## config.mk

```make
export PLATFORM = sky130hd
export DESIGN_NAME = fma16_dot_seq_flat
export DESIGN_NICKNAME = d
export VERILOG_FILES = /design/src/rtl/fma16_dot_seq_if.sv /design/src/rtl/fma16_dot_seq.sv /design/src/flat_wrapper.sv
export SDC_FILE = /design/constraint.sdc
export NUM_CORES = 1
export LEC_CHECK = 0
export ABC_AREA = 1
export BUFFER_PORTS_ARGS = -buffer_cell sky130_fd_sc_hd__buf_4
export CORE_ASPECT_RATIO = 1.2
export CORE_MARGIN = 2
export CORE_UTILIZATION = 44
export CTS_CLUSTER_DIAMETER = 80
export DETAILED_ROUTE_END_ITERATION = 12
export GPL_TIMING_DRIVEN = 0
export PLACE_DENSITY = 0.86
export SETUP_SLACK_MARGIN = 0.05
export SLEW_MARGIN = 20
export SYNTH_ARGS = -nofsm -noshare
export SYNTH_HDL_FRONTEND = slang
export SYNTH_SLANG_ARGS = --single-unit
```

## constraint.sdc

```tcl
create_clock -name clk -period 2 [get_ports clk]
set_input_delay 0 -clock clk [delete_from_list [all_inputs] [get_ports clk]]
set_output_delay 0 -clock clk [all_outputs]
set_load 0.05 [all_outputs]
```

## src/rtl/fma16_dot_seq_if.sv

```systemverilog
// Bus bundle for the fma16 dot-product sequencer: job request, element
// stream, result handshake and the pins of the fma16 datapath it drives.
// master is the environment side (source, sink and fma16); slave is the sequencer.
interface fma16_dot_seq_if #(
    parameter int LEN_W = 8
);
    // Job request
    logic             start;
    logic [LEN_W-1:0] len;
    logic [15:0]      init;
    logic [1:0]       roundmode_in;
    logic             neg_in;
    // Element stream
    logic             in_valid;
    logic             in_ready;
    logic [15:0]      in_x;
    logic [15:0]      in_y;
    // Result handshake
    logic             out_valid;
    logic             out_ready;
    logic [15:0]      out_result;
    logic [3:0]       out_flags;
    logic             busy;
    // fma16 datapath pins
    logic [15:0]      fma_x;
    logic [15:0]      fma_y;
    logic [15:0]      fma_z;
    logic             fma_mul;
    logic             fma_add;
    logic             fma_negp;
    logic             fma_negz;
    logic [1:0]       fma_roundmode;
    logic [15:0]      fma_result;
    logic [3:0]       fma_flags;

    modport master (
        output start, len, init, roundmode_in, neg_in,
        output in_valid, in_x, in_y, out_ready,
        output fma_result, fma_flags,
        input  in_ready, out_valid, out_result, out_flags, busy,
        input  fma_x, fma_y, fma_z, fma_mul, fma_add, fma_negp, fma_negz, fma_roundmode
    );

    modport slave (
        input  start, len, init, roundmode_in, neg_in,
        input  in_valid, in_x, in_y, out_ready,
        input  fma_result, fma_flags,
        output in_ready, out_valid, out_result, out_flags, busy,
        output fma_x, fma_y, fma_z, fma_mul, fma_add, fma_negp, fma_negz, fma_roundmode
    );
endinterface

```

## src/rtl/fma16_dot_seq.sv

```systemverilog
// fma16_dot_seq: drives one combinational fma16 through a half-precision
// dot product acc = init + sum(+/- x[i]*y[i]). Each accepted pair issues one
// fused multiply-add with z taken from the accumulator, so rounding happens
// once per element in strict arrival order.
module fma16_dot_seq #(
    parameter int LEN_W = 8
) (
    input logic            clk,
    input logic            reset,
    fma16_dot_seq_if.slave bus
);
    typedef enum logic [1:0] {
        IDLE = 2'd0,
        RUN  = 2'd1,
        DONE = 2'd2
    } state_t;

    state_t           state, state_nx;
    logic [15:0]      acc, acc_nx;
    logic [LEN_W-1:0] cnt, cnt_nx;
    logic [3:0]       flg, flg_nx;
    logic [1:0]       rm_r, rm_nx;
    logic             neg_r, neg_nx;
    logic             accept;

    // A pair is consumed only while running; in_ready is exactly state==RUN.
    assign accept = (state == RUN) && bus.in_valid;

    // State and job registers; reset aborts any job in flight.
    always_ff @(posedge clk or posedge reset) begin
        if (reset) begin
            state <= IDLE;
            acc   <= '0;
            cnt   <= '0;
            flg   <= '0;
            rm_r  <= '0;
            neg_r <= 1'b0;
        end else begin
            state <= state_nx;
            acc   <= acc_nx;
            cnt   <= cnt_nx;
            flg   <= flg_nx;
            rm_r  <= rm_nx;
            neg_r <= neg_nx;
        end
    end

    // Next-state and job register updates. Mode is latched at start so a
    // caller changing roundmode_in/neg_in mid-job cannot disturb it.
    always_comb begin
        state_nx = state;
        acc_nx   = acc;
        cnt_nx   = cnt;
        flg_nx   = flg;
        rm_nx    = rm_r;
        neg_nx   = neg_r;
        case (state)
            IDLE: begin
                if (bus.start) begin
                    acc_nx   = bus.init;
                    cnt_nx   = bus.len;
                    flg_nx   = 4'b0000;
                    rm_nx    = bus.roundmode_in;
                    neg_nx   = bus.neg_in;
                    // Empty job skips RUN; result is init with clean flags.
                    state_nx = (bus.len != '0) ? RUN : DONE;
                end
            end
            RUN: begin
                if (accept) begin
                    acc_nx = bus.fma_result;
                    flg_nx = flg | bus.fma_flags;
                    // cnt>=1 throughout RUN, so this never wraps.
                    cnt_nx = cnt - LEN_W'(1);
                    if (cnt == LEN_W'(1)) begin
                        state_nx = DONE;
                    end
                end
            end
            DONE: begin
                // start in the same cycle is deliberately dropped.
                if (bus.out_ready) begin
                    state_nx = IDLE;
                end
            end
            default: begin
                state_nx = IDLE;
            end
        endcase
    end

    // Handshake, result and fma16 pins. Results come straight from registers,
    // so nothing on in_* reaches out_* combinationally.
    always_comb begin
        bus.in_ready      = (state == RUN);
        bus.out_valid     = (state == DONE);
        bus.busy          = (state != IDLE);
        bus.out_result    = acc;
        bus.out_flags     = flg;
        // Operands are zeroed outside RUN; the result is ignored then anyway.
        bus.fma_x         = (state == RUN) ? bus.in_x : 16'h0000;
        bus.fma_y         = (state == RUN) ? bus.in_y : 16'h0000;
        bus.fma_z         = acc;
        bus.fma_mul       = 1'b1;
        bus.fma_add       = 1'b1;
        bus.fma_negp      = neg_r;
        bus.fma_negz      = 1'b0;
        bus.fma_roundmode = rm_r;
    end
endmodule

```

## src/flat_wrapper.sv

```systemverilog
// flat-port wrapper written by rule: the top's interface ports become plain ports
module fma16_dot_seq_flat 
#(
    parameter int LEN_W = 8
)
  (clk, reset, bus_start, bus_len, bus_init, bus_roundmode_in, bus_neg_in, bus_in_valid, bus_in_x, bus_in_y, bus_out_ready, bus_fma_result, bus_fma_flags, bus_in_ready, bus_out_valid, bus_out_result, bus_out_flags, bus_busy, bus_fma_x, bus_fma_y, bus_fma_z, bus_fma_mul, bus_fma_add, bus_fma_negp, bus_fma_negz, bus_fma_roundmode);
  fma16_dot_seq_if #(.LEN_W(LEN_W)) bus_i ();
  input logic clk;
  input logic reset;
  input wire logic [$bits(bus_i.start)-1:0] bus_start;
  input wire logic [$bits(bus_i.len)-1:0] bus_len;
  input wire logic [$bits(bus_i.init)-1:0] bus_init;
  input wire logic [$bits(bus_i.roundmode_in)-1:0] bus_roundmode_in;
  input wire logic [$bits(bus_i.neg_in)-1:0] bus_neg_in;
  input wire logic [$bits(bus_i.in_valid)-1:0] bus_in_valid;
  input wire logic [$bits(bus_i.in_x)-1:0] bus_in_x;
  input wire logic [$bits(bus_i.in_y)-1:0] bus_in_y;
  input wire logic [$bits(bus_i.out_ready)-1:0] bus_out_ready;
  input wire logic [$bits(bus_i.fma_result)-1:0] bus_fma_result;
  input wire logic [$bits(bus_i.fma_flags)-1:0] bus_fma_flags;
  output wire logic [$bits(bus_i.in_ready)-1:0] bus_in_ready;
  output wire logic [$bits(bus_i.out_valid)-1:0] bus_out_valid;
  output wire logic [$bits(bus_i.out_result)-1:0] bus_out_result;
  output wire logic [$bits(bus_i.out_flags)-1:0] bus_out_flags;
  output wire logic [$bits(bus_i.busy)-1:0] bus_busy;
  output wire logic [$bits(bus_i.fma_x)-1:0] bus_fma_x;
  output wire logic [$bits(bus_i.fma_y)-1:0] bus_fma_y;
  output wire logic [$bits(bus_i.fma_z)-1:0] bus_fma_z;
  output wire logic [$bits(bus_i.fma_mul)-1:0] bus_fma_mul;
  output wire logic [$bits(bus_i.fma_add)-1:0] bus_fma_add;
  output wire logic [$bits(bus_i.fma_negp)-1:0] bus_fma_negp;
  output wire logic [$bits(bus_i.fma_negz)-1:0] bus_fma_negz;
  output wire logic [$bits(bus_i.fma_roundmode)-1:0] bus_fma_roundmode;
  assign bus_i.start = bus_start;
  assign bus_i.len = bus_len;
  assign bus_i.init = bus_init;
  assign bus_i.roundmode_in = bus_roundmode_in;
  assign bus_i.neg_in = bus_neg_in;
  assign bus_i.in_valid = bus_in_valid;
  assign bus_i.in_x = bus_in_x;
  assign bus_i.in_y = bus_in_y;
  assign bus_i.out_ready = bus_out_ready;
  assign bus_i.fma_result = bus_fma_result;
  assign bus_i.fma_flags = bus_fma_flags;
  assign bus_in_ready = bus_i.in_ready;
  assign bus_out_valid = bus_i.out_valid;
  assign bus_out_result = bus_i.out_result;
  assign bus_out_flags = bus_i.out_flags;
  assign bus_busy = bus_i.busy;
  assign bus_fma_x = bus_i.fma_x;
  assign bus_fma_y = bus_i.fma_y;
  assign bus_fma_z = bus_i.fma_z;
  assign bus_fma_mul = bus_i.fma_mul;
  assign bus_fma_add = bus_i.fma_add;
  assign bus_fma_negp = bus_i.fma_negp;
  assign bus_fma_negz = bus_i.fma_negz;
  assign bus_fma_roundmode = bus_i.fma_roundmode;
  fma16_dot_seq #(.LEN_W(LEN_W)) u_core (.clk(clk), .reset(reset), .bus(bus_i));
endmodule
```

==> metrics <==
outcome=finished clean; Site Rows=28; CP max-delay cell=dfrtp_1; Peak Freq=0.576 GHz; # setup viols final=0; startpoint class of the critical path=register; CTS H-Tree Depth=2; most used cell, CP=buf_4; Critical Path RT=~2 ns; GR Util All Layers=23.2%; Post-DP HPWL=about 5 mm; hold_buf cts=9; Synth area leader=dfrtp_1; Resized cells post-CTS=0; height of the die=81.1 um; CP Buf/Inv Count=4; period utilisation layout=between 80% and 90%; routed wire length=roughly 6.6 mm; Syn Area/Cell=6.68 um^2; layout cell share with drive strength beyond 1=roughly two fifths; M1 GR Usage=a little over a quarter; DRT Pass-1 Iters=4; synth warn=0; hold crit path type=in -> reg; # diodes=0; Setup crit end kind=primary output; Post-synth EDFFs=0; # fillers=around 400; Residual DRC=0; Yosys cell types=19; most used routing layer=met2; storage element area=between 800 and 900 um^2; first-pass GRT wire length=9.74 mm; Cells after Synth=between 300 and 400; Starting Density=between 40 and 50%; Async SR Flop Fraction=100%; core area=4830 um^2; most instantiated library cell after synthesis=nor2_1; DRT iter0 DRCs=94; CP max stage delay=between 0.4 and 0.5 ns; Tmin final=between 1.5 and 2 ns; Slew headroom=around 54%; die area=between 5000 and 6000 um^2; worst path cell trace=inv_1 > nand2_2 > buf_4 > buf_2 > nor2_1 > buf_4; Max-cap violations=0; register area share after synthesis=~38%; Area contributors post-synth=dfrtp_1 (38%), nor2_1 (15%), nand2_1 (11%); Slew Limit Fails=0; total vias in the final route=2529; I/O pin count=approximately 160; Top delay family on crit path=buffers and inverters; CP max FO=10; final-stage net count=586; I/O Buffers=between 150 and 200; top post-synthesis cells by count=nor2_1 (86), nand2_1 (63), inv_1 (54); Clk Latency, worst-skew pair=about 0.28 ns; Clock Pin Slew Worst Setup and Hold Paths=~0.070 ns; TritonCTS Buffers=5; worst slack at placement=about 0.55 ns; clk sinks=33; met2 usage=about two fifths; Setup Fix Bufs, Post-CTS=0; WS Path Type=reg -> out; via/cell ratio=roughly 4.5; average wire per standard cell=~12 um; post-route ant nets=0; Root Driver=clkbuf_8; final worst slack=between 0.2 and 0.3 ns; worst clock skew=between 0.005 and 0.006 ns; RSZ-0062 raised after global routing=false; grt met3 use=about 5.3%; endpoints failing hold=0; Multi-input gate area=between 900 and 1000 um^2; CTS tree=yes; Yosys top cell area share=around 38%; total grt overflow=0; initial antenna violation count=0; Die Span X=between 60 and 70 um; Area Overhead vs Synth=65.2%; GPL Wtd Cong=approximately 0.9; largest net degree at the start of global routing=34; vias in the first global route=~2200; #FFs+latches synth=33; Post-Syn Area=2180 um^2; CP arrival=approximately 1.7 ns; Primary FF master, synth=dfrtp_1; Worst Tran Pin Value=around 0.68 ns; CTS Buffer Depth=2; setup TNS=0 ns
## layer usage
metal | wire [um] | vias to the layer above
met4 | 78 | 0
met1 | 2680 | 1137
met5 | 0 | -
met2 | 3460 | 84
met3 | 433 | 6
li1 | - | 1302
## stage by stage
stage,utilization [%],instances,hold slack (ns),cell area [um^2]
CTS,74.5,559,0.0238,3600
detailed placement,71.1,544,0.161,3440
global route,74.5,559,0.0340,3600
global placement,71.1,544,0.203,3440
finish,74.5,559,0.0278,3600
floorplan,-,327,0.117,2180
## cell usage in the layout, fill, tap and decap left out
| master | count |
|---|---|
| a21oi_1 | 9 |
| inv_2 | 3 |
| nor2_1 | 86 |
| clkinv_2 | 1 |
| and2_1 | 1 |
| buf_2 | 7 |
| nand2_1 | 63 |
| clkbuf_8 | 5 |
| nand3b_1 | 1 |
| o21ai_0 | 11 |
| o31ai_2 | 2 |
| inv_1 | 53 |
| conb_1 | 3 |
| nand3_1 | 12 |
| o31ai_1 | 14 |
| nand2_2 | 2 |
| buf_6 | 2 |
| dfrtp_1 | 33 |
| nor2_4 | 1 |
| dlygate4sd3_1 | 9 |
| ha_1 | 2 |
| buf_4 | 179 |
## final timing paths
path,startpoint,to,slack (ns),cells after the start
setup / recovery,u_core.state[1],bus_fma_y[15],0.26,6
hold / removal,bus_len[4],u_core.cnt[4],0.03,3
setup reg to reg,u_core.state[0],u_core.bus.fma_roundmode[1],0.52,6
hold reg to reg,u_core.bus.fma_roundmode[0],u_core.bus.fma_roundmode[0],0.47,2
max in group asynchronous,reset,u_core.cnt[6],1.16,3
min in group asynchronous,reset,u_core.bus.fma_z[10],0.39,3
## final cells by class
type,count,area share (%)
Buffer,31,6.19
Clock buffer,5,1.91
Clock inverter,1,0.139
Inverter,56,5.84
Multi-Input combinational cell,207,25.7
Sequential cell,33,22.9
Tap cell,60,2.09
Timing Repair Buffer,166,35.2
## cells by family after synthesis
kind of cell / after synthesis / share of synthesized area, %
other: 2 / 0.345
buffers and inverters: 87 / 19.9
and+or+nand+nor: 166 / 30.2
AOI/OAI and AO/OA: 36 / 10.6
adders and majority gates: 2 / 1.15
DFF: 33 / 37.9
## worst reg2reg max path, stage by stage, from the launching register on
cell and delay [ns]:
dfrtp_1 0.43, nor2_1 0.17, inv_1 0.09, nor2_1 0.38
inv_1 0.14, nand2_1 0.09, nand2_1 0.06
## flip-flops by register name (all words and copies together), names as in the netlist
name / flops
u_core.bus.fma_z: 16
u_core.bus.fma_roundmode: 2
u_core.cnt: 8
u_core.state: 2
u_core.bus.out_flags: 4
u_core.bus.fma_negp: 1
Power is left out: the tool's default activity adds up to more than one toggle a clock period on the data nets, which glitch-free logic cannot reach.
